File: config.mk
export PLATFORM = sky130hd
export DESIGN_NAME = memwb_arbiter
export DESIGN_NICKNAME = d
export VERILOG_FILES = /design/src/rtl/memwb_arbiter.sv
export SDC_FILE = /design/constraint.sdc
export NUM_CORES = 1
export LEC_CHECK = 0
export BUFFER_PORTS_ARGS = -buffer_cell sky130_fd_sc_hd__buf_4
export CAP_MARGIN = 0
export CELL_PAD_IN_SITES_DETAIL_PLACEMENT = 0
export CELL_PAD_IN_SITES_GLOBAL_PLACEMENT = 2
export CORE_UTILIZATION = 16
export DETAILED_ROUTE_END_ITERATION = 16
export GPL_TIMING_DRIVEN = 0
export PLACE_DENSITY_LB_ADDON = 0.05
export SLEW_MARGIN = 25
export SYNTH_ARGS = -nofsm -noshare
export SYNTH_HDL_FRONTEND = slang
export SYNTH_SLANG_ARGS = --single-unit
File: constraint.sdc
create_clock -name clk_i -period 7.6 [get_ports clk_i]
set_input_delay 0.38 -clock clk_i [delete_from_list [all_inputs] [get_ports clk_i]]
set_output_delay 0.38 -clock clk_i [all_outputs]
set_load 0.03 [all_outputs]
File: src/rtl/memwb_arbiter.sv
// Two-master Wishbone pipelined arbiter in front of the flash/memory slave.
// Master 0 is the QSPI controller and master 1 is the auxiliary master.
// Ownership is round-robin on ties and is never preempted. An owner that
// releases the bus with reads still outstanding leaves it in DRAIN until the
// slave has answered them all.

`ifndef NORADDRBITS
`define NORADDRBITS 24
`endif
`ifndef NORDATABITS
`define NORDATABITS 32
`endif

module memwb_arbiter #(
    parameter int ADDRBITS     = `NORADDRBITS,
    parameter int DATABITS     = `NORDATABITS,
    parameter int INFLIGHTBITS = 5
) (
    input  logic                  clk_i,
    input  logic                  reset_ni,
    input  logic [1:0]            m_cyc_i,
    input  logic [1:0]            m_stb_i,
    input  logic [1:0]            m_we_i,
    input  logic [2*ADDRBITS-1:0] m_adr_i,
    input  logic [2*DATABITS-1:0] m_dat_i,
    output logic [1:0]            m_stall_o,
    output logic [1:0]            m_ack_o,
    output logic [1:0]            m_err_o,
    output logic [DATABITS-1:0]   m_dat_o,
    output logic                  s_cyc_o,
    output logic                  s_stb_o,
    output logic                  s_we_o,
    output logic [ADDRBITS-1:0]   s_adr_o,
    output logic [DATABITS-1:0]   s_dat_o,
    input  logic                  s_ack_i,
    input  logic                  s_err_i,
    input  logic                  s_stall_i,
    input  logic [DATABITS-1:0]   s_dat_i,
    output logic [1:0]            gnt_o,
    output logic                  busy_o
);

    typedef enum logic [1:0] {IDLE, OWN0, OWN1, DRAIN} state_t;

    state_t                  state, state_next;
    logic                    last_gnt, last_gnt_next;
    logic [INFLIGHTBITS-1:0] inflight, inflight_next;
    logic                    accept, retire;

    // Read data goes to both masters; only the owner gets the ack.
    assign m_dat_o = s_dat_i;

    // Bus routing: the owner drives the slave, everyone else sees stall.
    always_comb begin
        s_cyc_o   = 1'b0;
        s_stb_o   = 1'b0;
        s_we_o    = 1'b0;
        s_adr_o   = '0;
        s_dat_o   = '0;
        m_stall_o = '1;
        m_ack_o   = '0;
        m_err_o   = '0;
        case (state)
            OWN0: begin
                s_cyc_o      = m_cyc_i[0];
                s_stb_o      = m_stb_i[0];
                s_we_o       = m_we_i[0];
                s_adr_o      = m_adr_i[0 +: ADDRBITS];
                s_dat_o      = m_dat_i[0 +: DATABITS];
                m_stall_o[0] = s_stall_i;
                m_ack_o[0]   = s_ack_i;
                m_err_o[0]   = s_err_i;
            end
            OWN1: begin
                s_cyc_o      = m_cyc_i[1];
                s_stb_o      = m_stb_i[1];
                s_we_o       = m_we_i[1];
                s_adr_o      = m_adr_i[ADDRBITS +: ADDRBITS];
                s_dat_o      = m_dat_i[DATABITS +: DATABITS];
                m_stall_o[1] = s_stall_i;
                m_ack_o[1]   = s_ack_i;
                m_err_o[1]   = s_err_i;
            end
            DRAIN: begin
                s_cyc_o = 1'b1;
            end
            default: ;
        endcase
    end

    // Outstanding-request count, saturating at both ends.
    // A response with nothing outstanding is stray and must not be counted.
    always_comb begin
        accept        = s_stb_o && !s_stall_i;
        retire        = (s_ack_i || s_err_i) && (inflight != '0);
        inflight_next = inflight;
        if (accept && !retire && (inflight != '1))
            inflight_next = inflight + INFLIGHTBITS'(1);
        else if (!accept && retire)
            inflight_next = inflight - INFLIGHTBITS'(1);
    end

    // Ownership decisions. Release is judged on the post-update count, so a
    // final ack that arrives together with the cyc drop goes straight to IDLE.
    always_comb begin
        state_next    = state;
        last_gnt_next = last_gnt;
        case (state)
            IDLE: begin
                if (m_cyc_i == 2'b11) begin
                    state_next    = last_gnt ? OWN0 : OWN1;
                    last_gnt_next = !last_gnt;
                end else if (m_cyc_i[0]) begin
                    state_next    = OWN0;
                    last_gnt_next = 1'b0;
                end else if (m_cyc_i[1]) begin
                    state_next    = OWN1;
                    last_gnt_next = 1'b1;
                end
            end
            OWN0: if (!m_cyc_i[0]) state_next = (inflight_next == '0) ? IDLE : DRAIN;
            OWN1: if (!m_cyc_i[1]) state_next = (inflight_next == '0) ? IDLE : DRAIN;
            DRAIN: if (inflight_next == '0) state_next = IDLE;
            default: state_next = IDLE;
        endcase
    end

    // State, round-robin pointer, counter and registered grant/busy flags.
    always_ff @(posedge clk_i or negedge reset_ni) begin
        if (!reset_ni) begin
            state    <= IDLE;
            last_gnt <= 1'b1;
            inflight <= '0;
            gnt_o    <= '0;
            busy_o   <= 1'b0;
        end else begin
            state    <= state_next;
            last_gnt <= last_gnt_next;
            inflight <= inflight_next;
            gnt_o    <= (state_next == OWN0) ? 2'b01 :
                        (state_next == OWN1) ? 2'b10 : 2'b00;
            busy_o   <= (state_next != IDLE);
        end
    end

endmodule

==> flow_summary.ini <==
[outcome]
outcome = finished clean

[final_layout]
syn_to_final_growth_pct = 93.6
fill_cells = 1429
nets = 669
final_common_cell = buf_4
antennaDiodeCount = 0
layout_common_cells = buf_4, a22oi_1, nor2b_1
drive_above_1_share = 0.552
instances_no_fill = 677

[yosys]
synthArstFlopShare = 1.00
yosysSeqAreaShare = 0.131
syn_area_sq_um = 2100
synth_flop_cell = dfrtp_1
synthCells = 278
ys_types = 48
synth_nets = 441
yosys_warnings = 0
synth_edf_count = 0
synth_top_area_cell = a22oi_1
yosys.area.top_type_share = 0.210
synth_area_leaders = a22oi_1, nor2b_1, dfrtp_1
synth_seq_cells = 11
postSynthAreaPerCell_sq_um = 7.57

[critical_path]
critPathMaxFanout = 7
endpoint_kind = register
crit_path_frequent_cell = ha_1
worstPathArrival_ps = 3290
required_ps = 7720
reg2reg_slack_ps = 4430
crit_chain = ha_1, and3_2, ha_1, or3b_2, a211o_4, a2bb2o_4, nor4_2, o211ai_4, a31oi_1, a221o_2, inv_2, nor2_2
slowest_delay_ps = 490
path_class = reg2reg
critPathTopFamily = compound AO/OA/AOI/OAI gates
cp-start-kind = register
slowest_stage = or3b_2
path_buf_inv = 1

[grt]
antenna_found_initial = 0
grt_pass1_vias = 2674
grt_pass1_wl_mm = 14.0
grt_max_degree = 12
grt-ovfl-total = 0
grt_usage = 0.133

[power]
p_per_area_nw_per_um2 = 391
seqPwrFrac = 0.072
ir_worst_vdd_mv = 0.197
power_frac_clock = 0.059
p_comb_frac = 0.869
p_sw_mw = 0.872
totalPowerFinal_mw = 1.59
leakage_nw = 1.95
power.internal_mw = 0.720
switching_share = 0.548

[clocking]
path_clk_slew_ps = 40
cts.htree.levels = 1
clk_latency_ps = 230
post_cts_buffers = 0
cts_max_path_buffers = 2
tritoncts = built
cts_resized = 0
cts.sinks = 11
cts_made_buffers = 3
root_buffer = clkbuf_16

[floorplanning]
die_h_um = 117
start_util = 0.165
num_io_pins = 255
die_w_um = 117
die-area_sq_um = 13600
fp.coreArea_sq_um = 12700
num_rows = 41

[drt]
dr_total_vias = 2857
drc = 0
drt_pass1_iterations = 4
wl_mm = 10.1
drtIter0Drc = 122
avgViaCountPerCell = 4.22
wl_per_cell_um = 15.0
postRouteAntennaNets = 0

[timing]
worst_pin_slew_ps = 620
finalHoldViolCount = 0
setup_violations = 0
slew_violations = 0
fin_hold_ws_ps = 334
rsz0062_at_grt = no
fmax_mhz = 315
setup_tns_ps = 0
finalCritPeriodShare = 0.417
period_needed_ps = 3170
fin_worst_skew_ps = 0.825
timing.slew.headroom = 0.587

[hold_path]
hold_class = in2reg

[placed_design]
place.gp.congestion = 0.709
dpl.hpwl_mm = 8.61
dp_cells = 672
port_buffers = 222

[job]
drv_cap = 0
[worst paths after layout]
path | start | endpoint | cells after the start
max | inflight[0] | gnt_o[0] | 12
min | m_cyc_i[0] | last_gnt | 2
max reg2reg | inflight[0] | gnt_o[0] | 12
min reg2reg | last_gnt | last_gnt | 2
max in group asynchronous | reset_ni | last_gnt | 2
min in group asynchronous | reset_ni | gnt_o[0] | 2
[worst register-to-register path, stage by stage (launching register included)]
cell,delay (ps)
dfrtp_1,440
ha_1,240
and3_2,210
ha_1,180
or3b_2,490
a211o_4,330
a2bb2o_4,230
nor4_2,70
o211ai_4,220
a31oi_1,110
a221o_2,430
inv_2,70
nor2_2,30
[layout make-up]
type / count / area, sq um / area share
multi-input cells: 201 / 1430 / 0.351
repair buffers: 223 / 1680 / 0.411
well taps: 172 / 215 / 0.0528
clock buffers: 4 / 78.8 / 0.0193
inverters: 12 / 45.0 / 0.0111
plain buffers: 54 / 352 / 0.0863
flip-flops and latches: 11 / 277 / 0.0679
[metal layers]
layer  up-vias  global-route usage  wire, um
met5         -                   0         0
met4         0              0.0228       153
met3         8              0.0275       821
met2       150               0.249      5380
met1      1274               0.156      3760
li1       1425                   -         -
[state kept, by name (all words and copies together) (netlist names)]
signal,flops
gnt_o,2
last_gnt,1
state,2
busy_o,1
inflight,5
[power groups by stage]
stage                     registers (mW)  clock network [mW]  logic [mW]
after global placement             0.118                   0        1.40
after floorplan                    0.123                   0       0.914
after detailed placement           0.116                   0        1.40
after global routing               0.120               0.100        1.50
after CTS                          0.115              0.0967        1.40
final                              0.115              0.0935        1.38
[Yosys cell counts (2+ instances only)]
master / number
o21ai_0: 7
xnor2_1: 2
dfrtp_1: 10
a21oi_1: 5
nand3_1: 3
ha_1: 8
and2_1: 5
a22oi_1: 59
a31oi_1: 3
a31o_2: 2
clkbuf_8: 2
nand2_1: 11
or3b_2: 2
buf_4: 32
inv_1: 11
nor2b_1: 58
clkbuf_1: 18
nor2_1: 8
nand2b_1: 3
[cell families after synthesis]
logic type      Yosys count  share of synthesized area
compound gates           92                      0.342
xor+xnor                  3                     0.0125
fa+ha+maj                 8                     0.0476
buf+inv                  66                      0.188
flops                    11                      0.131
mux                       1                    0.00476
simple gates             97                      0.273
[timing repair]
| action | 4_1_cts | 5_1_grt |
|---|---|---|
| endpoints found under the hold margin | 10 | 0 |
| hold buffers | 1 | 0 |
| setup endpoints to repair | 0 | 0 |
[per-stage QoR]
| stage | worst slack, ps | utilization | cell area [sq um] |
|---|---|---|---|
| 6_report | 4430 | 0.320 | 4080 |
| 5_1_grt | 4270 | 0.320 | 4080 |
| 4_1_cts | 4430 | 0.320 | 4080 |
| 3_5_place_dp | 4450 | 0.313 | 3990 |
| 3_3_place_gp | 4420 | 0.313 | 3990 |
| 2_1_floorplan | 4650 | - | 2100 |
(Power assumes the default switching activity.)
